<file path="src/rtl/axis_adder_stream.sv">
// axis_adder_stream
//   Joins two AXI-Stream operand channels (A, B), adds each accepted pair and
//   queues {carry,sum} in a DEPTH-entry buffer. Sum and carry leave on two
//   independent AXI-Stream master channels, each with its own read pointer,
//   so either consumer may stall without blocking the other until the queue
//   fills.
//
//   Parameters : WIDTH (operand/sum bits, >=1), DEPTH (queue entries, pow2 >=2)
//   Ports      : clk, reset (sync, active low)
//                s_a_*   operand A slave  (tvalid, tdata, tready)
//                s_b_*   operand B slave  (tvalid, tdata, tready)
//                m_sum_*   sum master     (tvalid, tdata[WIDTH], tready)
//                m_carry_* carry master   (tvalid, tdata[1], tready)
//   Option     : ADDER_TLAST_EN adds s_a_tlast, s_b_tlast, m_sum_tlast,
//                m_carry_tlast and chains carry across the beats of a packet
//                (LSB beat first, carry-in cleared after a last beat).
module axis_adder_stream #(
  parameter int WIDTH = 8,
  parameter int DEPTH = 4
) (
  input  logic             clk,
  input  logic             reset,
`ifdef ADDER_TLAST_EN
  input  logic             s_a_tlast,
  input  logic             s_b_tlast,
  output logic             m_sum_tlast,
  output logic             m_carry_tlast,
`endif
  input  logic             s_a_tvalid,
  input  logic [WIDTH-1:0] s_a_tdata,
  output logic             s_a_tready,
  input  logic             s_b_tvalid,
  input  logic [WIDTH-1:0] s_b_tdata,
  output logic             s_b_tready,
  output logic             m_sum_tvalid,
  output logic [WIDTH-1:0] m_sum_tdata,
  input  logic             m_sum_tready,
  output logic             m_carry_tvalid,
  output logic             m_carry_tdata,
  input  logic             m_carry_tready
);

  localparam int AW = $clog2(DEPTH);
  localparam int PW = AW + 1;
`ifdef ADDER_TLAST_EN
  localparam int EW = WIDTH + 2;   // {last, carry, sum}
`else
  localparam int EW = WIDTH + 1;   // {carry, sum}
`endif

  logic [EW-1:0] mem_q [DEPTH];
  logic [PW-1:0] wr_q, wr_d;
  logic [PW-1:0] rd_sum_q, rd_sum_d;
  logic [PW-1:0] rd_carry_q, rd_carry_d;
  logic [PW-1:0] cnt_sum, cnt_carry;
  logic          full;
  logic          accept, sum_pop, carry_pop;
  logic          cin;
  logic [WIDTH:0] add_res;
  logic [EW-1:0] wr_entry;
  logic [PW-1:0] sum_ptr, carry_ptr;
  logic [EW-1:0] sum_ent, carry_ent;

  assign cnt_sum   = wr_q - rd_sum_q;
  assign cnt_carry = wr_q - rd_carry_q;
  // Slot is reusable only once both channels have popped it, so the slower
  // reader sets the fill level.
  assign full = (cnt_sum == PW'(DEPTH)) || (cnt_carry == PW'(DEPTH));

  // Readies come from registered state only; a pop in the same cycle does
  // not open a slot for a write while full.
  assign s_a_tready = reset && s_b_tvalid && !full;
  assign s_b_tready = reset && s_a_tvalid && !full;
  assign accept     = s_a_tvalid && s_a_tready;

  assign add_res = {1'b0, s_a_tdata} + {1'b0, s_b_tdata} + {{WIDTH{1'b0}}, cin};

`ifdef ADDER_TLAST_EN
  logic cin_q, cin_d;
  logic beat_last;
  assign beat_last = s_a_tlast | s_b_tlast;
  assign cin       = cin_q;
  assign wr_entry  = {beat_last, add_res};

  always_comb begin
    cin_d = cin_q;
    if (accept) cin_d = beat_last ? 1'b0 : add_res[WIDTH];
  end

  always_ff @(posedge clk) begin
    if (!reset) cin_q <= 1'b0;
    else        cin_q <= cin_d;
  end
`else
  assign cin      = 1'b0;
  assign wr_entry = add_res;
`endif

  assign m_sum_tvalid   = (cnt_sum != '0);
  assign m_carry_tvalid = (cnt_carry != '0);
  assign sum_pop        = m_sum_tvalid && m_sum_tready;
  assign carry_pop      = m_carry_tvalid && m_carry_tready;

  // When a channel is empty its wr == rd, so slot rd-1 is the last entry it
  // popped and cannot be rewritten until wr moves (which makes it non-empty).
  // Showing that slot keeps data stable at the last popped value; after reset
  // the cleared storage makes it read 0.
  assign sum_ptr   = (cnt_sum   == '0) ? rd_sum_q   - PW'(1) : rd_sum_q;
  assign carry_ptr = (cnt_carry == '0) ? rd_carry_q - PW'(1) : rd_carry_q;
  assign sum_ent   = mem_q[sum_ptr[AW-1:0]];
  assign carry_ent = mem_q[carry_ptr[AW-1:0]];

  assign m_sum_tdata   = sum_ent[WIDTH-1:0];
  assign m_carry_tdata = carry_ent[WIDTH];
`ifdef ADDER_TLAST_EN
  assign m_sum_tlast   = sum_ent[WIDTH+1];
  assign m_carry_tlast = carry_ent[WIDTH+1];
`endif

  always_comb begin
    wr_d       = wr_q;
    rd_sum_d   = rd_sum_q;
    rd_carry_d = rd_carry_q;
    if (accept)    wr_d       = wr_q + PW'(1);
    if (sum_pop)   rd_sum_d   = rd_sum_q + PW'(1);
    if (carry_pop) rd_carry_d = rd_carry_q + PW'(1);
  end

  always_ff @(posedge clk) begin
    if (!reset) begin
      wr_q       <= '0;
      rd_sum_q   <= '0;
      rd_carry_q <= '0;
      for (int i = 0; i < DEPTH; i++) mem_q[i] <= '0;
    end else begin
      wr_q       <= wr_d;
      rd_sum_q   <= rd_sum_d;
      rd_carry_q <= rd_carry_d;
      if (accept) mem_q[wr_q[AW-1:0]] <= wr_entry;
    end
  end

endmodule

</file>
<file path="config.mk">
export PLATFORM = sky130hd
export DESIGN_NAME = axis_adder_stream
export DESIGN_NICKNAME = d
export VERILOG_FILES = /design/src/rtl/axis_adder_stream.sv
export SDC_FILE = /design/constraint.sdc
export NUM_CORES = 1
export LEC_CHECK = 0
export CORE_ASPECT_RATIO = 0.8
export CORE_MARGIN = 3
export CORE_UTILIZATION = 52
export CTS_BUF_LIST = sky130_fd_sc_hd__clkbuf_4
export DETAILED_ROUTE_END_ITERATION = 10
export PLACE_DENSITY = 0.78
export SYNTH_ARGS = -nofsm -noshare
export SYNTH_HDL_FRONTEND = slang
export SYNTH_SLANG_ARGS = --single-unit
</file>
<file path="constraint.sdc">
create_clock -name clk -period 3.07 [get_ports clk]
set_input_delay 0.921 -clock clk [delete_from_list [all_inputs] [get_ports clk]]
set_output_delay 0.921 -clock clk [all_outputs]
set_load 0.1 [all_outputs]
</file>
# Word level (Yosys, flattened, before mapping)
# Memories as Yosys holds them, arrays and structs flattened.
# Cells that the tools add are included.
# totals
regBits	9
latch_bits	0
ramBits	36
romBits	0
in_bits	22
n_memories	1
# op_classes
n_addsub	8
multipliers	0
n_div	0
order_cmp	0
eq_ne	2
n_shift	0
muxes	9
bitwise_logic	0
reduce_logical	14
# memory_table
name	words	word_bits	read_ports	rd_clocked_by_memory_dff	wr	line_no	source
mem_q	4	9	2	0	4	51	logic [EW-1:0] mem_q [DEPTH];
# op_table
cell	count
3-bit by 1-bit adder with 3-bit output (second input constant)	3
8-bit by 8-bit adder with 9-bit output	1
9-bit 2-to-1 mux	1
9-bit OR reduction	1
1-bit logical AND	7
3-bit equality test (second input constant)	2
3-bit zero test	2
2-bit 2-to-1 mux	3
3-bit nonzero test	2
3-bit subtractor	2
1-bit 2-to-1 mux	5
2-bit by 1-bit subtractor with 2-bit output (second input constant)	2
1-bit zero test	1
1-bit logical OR	1

# Logic depth before layout (Yosys ltp)
# depth
depth_word	11
ltp_mapped	11
depth_no_buf	8

# Worst setup path after synthesis
# No wires, ideal clock.
# synth_timing
kind	register to output
from	reg wr_q[0]
to	out m_carry_tdata
arrival_time_ns	3.243
required_ns	2.149
slack_ns	-1.094
stages_incl_launch_ff	8
path_cell_list	dfxtp_1 inv_1 ha_1 nor2b_1 xnor2_1 nand3_1 mux4_2 inv_1
# synth_via
elab_chain_len	4
# synth_lines
item	line_no	source
start: declaration	52	logic [PW-1:0] wr_q, wr_d;
start signal: assignment	136	wr_q <= wr_d;
3-bit subtractor	65	assign cnt_carry = wr_q - rd_carry_q;
3-bit zero test	109	assign carry_ptr = (cnt_carry == '0) ? rd_carry_q - PW'(1) : rd_carry_q;
2-bit 2-to-1 mux	109	
memory read 4 x 9 bit	--	
end: declaration	39	output logic m_carry_tdata,
# No other way between the ends.

# Worst setup path in the final report
# layout_timing
from	reg wr_q[0]
to	out m_sum_tdata[6]
# layout_via
elab_chain_len	4
# layout_lines
item	line_no	source
3-bit subtractor	64	assign cnt_sum = wr_q - rd_sum_q;
3-bit zero test	108	assign sum_ptr = (cnt_sum == '0) ? rd_sum_q - PW'(1) : rd_sum_q;
2-bit 2-to-1 mux	108	
memory read 4 x 9 bit	--	
end: declaration	36	output logic [WIDTH-1:0] m_sum_tdata,
# No other way between the ends.

==> summary.md <==
| Metric | Value |
|---|---|
| Fillers | `333` |
| Mapped Avg Cell Area | `11.3 um^2` |
| Nets | `349` |
| Layout cells sized above 1 | `28.8%` |
| Max FO, Critical Path | `4` |
| Residual DRC | `0` |
| Rows | `23` |
| CTS tree | `done` |
| Outcome | `finished with violations` |
| Fin Clk Skew | `~0.011 ns` |
| Core ar. | `5120 um^2` |
| Htree depth | `2` |
| Global placement routability congestion | `0.833` |
| Register Area | `1270 um^2` |
| First-pass GRT wire length | `10500 um` |
| Minimum clock period | `3.33 ns` |
| Pins Over Slew Limit | `0` |
| Max Fclk | `about 300 MHz` |
| Aggregate routed wire length | `about 6400 um` |
| Num Clock Sinks | `45` |
| Synth Net Count | `about 290` |
| Total die area | `6370 um^2` |
| Unrepaired setup endpoints after global routing | `true` |
| DP Wirelength | `4520 um` |
| GR Overflow Total | `0` |
| Worst rel slew slack | `68.3%` |
| Top-Level Pins | `35` |
| Max-capacitance violation count | `0` |
| Synth Register Bits | `45` |
| Via count | `2080` |
| Synth Cell Area | `around 2800 um^2` |
| Synth Instances | `250` |
| Fin. Hold Viols | `0` |
| Hold WC Path Type | `flop to flop` |
| Final setup viols | `11` |
| Setup TNS | `-2.12 ns` |
| Hold Buf Count CTS | `0` |
| CP Launch Type | `flop` |
| YS warnings | `0` |
| CTS buffer count | `5` |
| Routed WL per cell | `17.2 um` |
| Pin count of the biggest net entering global routing | `17` |
| Die width | `88.5 um` |
| Area of the multi-input gates | `between 1500 and 2000 um^2` |
| Initial DRC Count | `96` |
| WP data arrival | `2.41 ns` |
| Final period util | `109%` |
| Sequential fraction of the synthesis area | `44.6%` |
| DR vias/cell | `5.56` |
| Actual slew at the worst max-slew pin | `0.475 ns` |
| Die height | `72.0 um` |
| IO buf count | `34` |
| ANT nets after route | `0` |
| Clk_lat worst skew | `~0.37 ns` |
| Vias in the first global route | `around 2.2k` |
| Distinct cells, synth | `38` |
| Worst Setup End Kind | `output pin` |
| Area Overhead vs Synth | `34.8%` |
| Critical path type | `flop to output pin` |
| Clk buf depth | `2` |
| 1st-pass router iterations | `4` |
| Failing checks | `setup timing` |
| Tot GR Track Use | `21.7%` |
| Initial Util | `a little under three fifths` |
| Number of inserted diodes | `0` |
| CTS clk-pin slew, worst paths | `roughly 0.13 ns` |
| Required @ worst endpoint | `2.15 ns` |
| Initial antenna violation count | `0` |
| Root Driver | `clkbuf_4` |
| Fin worst setup slack | `-0.262 ns` |
==> kinds of logic (layout without fill, tap and decap cells) <==
| kind of cell | Yosys count | after routing | share of synthesized area, % |
|---|---|---|---|
| mux | 48 | 48 | 21.1 |
| xor+xnor | 10 | 10 | 3.10 |
| flops | 45 | 45 | 44.6 |
| compound gates | 24 | 24 | 5.53 |
| simple gates | 79 | 79 | 13.0 |
| fa+ha+maj | 16 | 16 | 7.34 |
| buf+inv | 28 | 90 | 5.35 |
==> stage by stage <==
step / cells / setup slack [ns] / utilization (%) / cell area (um^2) / hold WS, ns
after floorplan: 250 / -0.125 / - / 2910 / 0.470
after global placement: 359 / -0.0866 / 69.3 / 3550 / 0.480
after detailed placement: 359 / -0.122 / 69.3 / 3550 / 0.492
after CTS: 374 / -0.264 / 74.1 / 3800 / 0.517
after global routing: 374 / -0.329 / 74.5 / 3810 / 0.536
final: 374 / -0.262 / 74.5 / 3810 / 0.519
==> final cells by class <==
cell class,count,area share [%]
multi-input cells,177,40.5
flip-flops and latches,45,33.3
repair buffers,63,19.2
inverters,19,2.89
well taps,62,2.03
clock inverters,3,1.08
clock buffers,5,0.984
==> worst paths after layout <==
kind	from	endpoint	slack (ns)	depth (start not counted)
min reg2reg	rd_sum_q[2]	rd_sum_q[2]	0.52	2
max	wr_q[0]	m_sum_tdata[6]	-0.26	9
max reg2reg	wr_q[0]	mem_q[2][4]	0.58	11
min	rd_sum_q[2]	rd_sum_q[2]	0.52	2
==> layout by cell type (no fill, tap or decap), types with 2 or more instances in the layout <==
master and count:
ha_1 10, and2_4 2, mux4_2 8, dfxtp_4 2, or3_1 3, o21ai_0 7
buf_6 5, clkinvlp_4 10, ha_4 4, clkdlybuf4s50_1 21, nand2b_1 3, buf_4 22
a31o_2 2, inv_1 8, inv_4 2, nand2_1 14, a21o_1 2, dfxtp_1 5
a211oi_1 2, mux2i_1 39, nand3_1 4, nand4_1 2, edfxtp_1 36, nand3b_1 2
buf_12 15, xor2_1 5, xnor2_1 2, nor2_1 40, clkbuf_4 5, a21oi_1 6
dfxtp_2 2, nor2b_4 2
==> state kept, by name, summed over array words and instances, names as in the netlist <==
name,cells
mem_q,36
rd_carry_q,3
rd_sum_q,3
wr_q,3
==> synth_stat cells <==
cell type / number / share of area [%]
nand2_1: 14 / 1.9
o21ai_0: 7 / 1.2
xnor2_1: 4 / 1.2
inv_1: 19 / 2.5
nand4_1: 2 / 0.44
buf_2: 2 / 0.35
mux4_2: 8 / 6.4
a21o_1: 2 / 0.53
a31oi_1: 1 / 0.22
a211oi_1: 2 / 0.53
o2111a_1: 1 / 0.40
a31o_2: 2 / 0.62
mux2i_1: 39 / 14
buf_4: 1 / 0.27
o31ai_1: 1 / 0.27
clkbuf_8: 1 / 0.49
nand4b_2: 1 / 0.53
a21oi_1: 6 / 1.1
or3_1: 3 / 0.66
mux4_1: 1 / 0.93
nand3_1: 5 / 0.88
o21bai_1: 1 / 0.27
and3_1: 1 / 0.22
edfxtp_1: 36 / 38
clkbuf_1: 1 / 0.13
nand3b_1: 2 / 0.53
buf_6: 4 / 1.6
nand2b_1: 3 / 0.66
ha_1: 15 / 6.6
xor2_1: 6 / 1.9
o221a_2: 1 / 0.40
and2_1: 3 / 0.66
nor3_1: 1 / 0.18
fa_1: 1 / 0.71
nor2_1: 40 / 5.3
dfxtp_1: 9 / 6.4
nor2b_1: 3 / 0.66
and3_4: 1 / 0.40
==> layer usage <==
layer  vias up  wire length (um)  track usage (%)
li1       1022                 -                -
met1       990              2920             28.4
met3         8               297             4.43
met4         0                76             6.71
met2        60              3150             36.6
met5         -                 0                0
==> worst max-delay path, stage by stage (launching register included) <==
cell and delay [ns]:
dfxtp_2 0.38, inv_4 0.05, ha_4 0.15, nor2b_4 0.13
xnor2_2 0.14, and3_4 0.26, buf_12 0.13, mux4_2 0.54
clkinvlp_4 0.11, buf_12 0.17
==> timing repair <==
action | CTS | global route
gates cloned | 0 | 0
endpoints found under the setup margin | 11 | 11
buffers inserted | 7 | 1
gates resized for setup | 24 | 5
pin swaps | 4 | 6
Power is not shown: default switching activity piles up to over one toggle a cycle in this logic, so the estimate is an artifact.
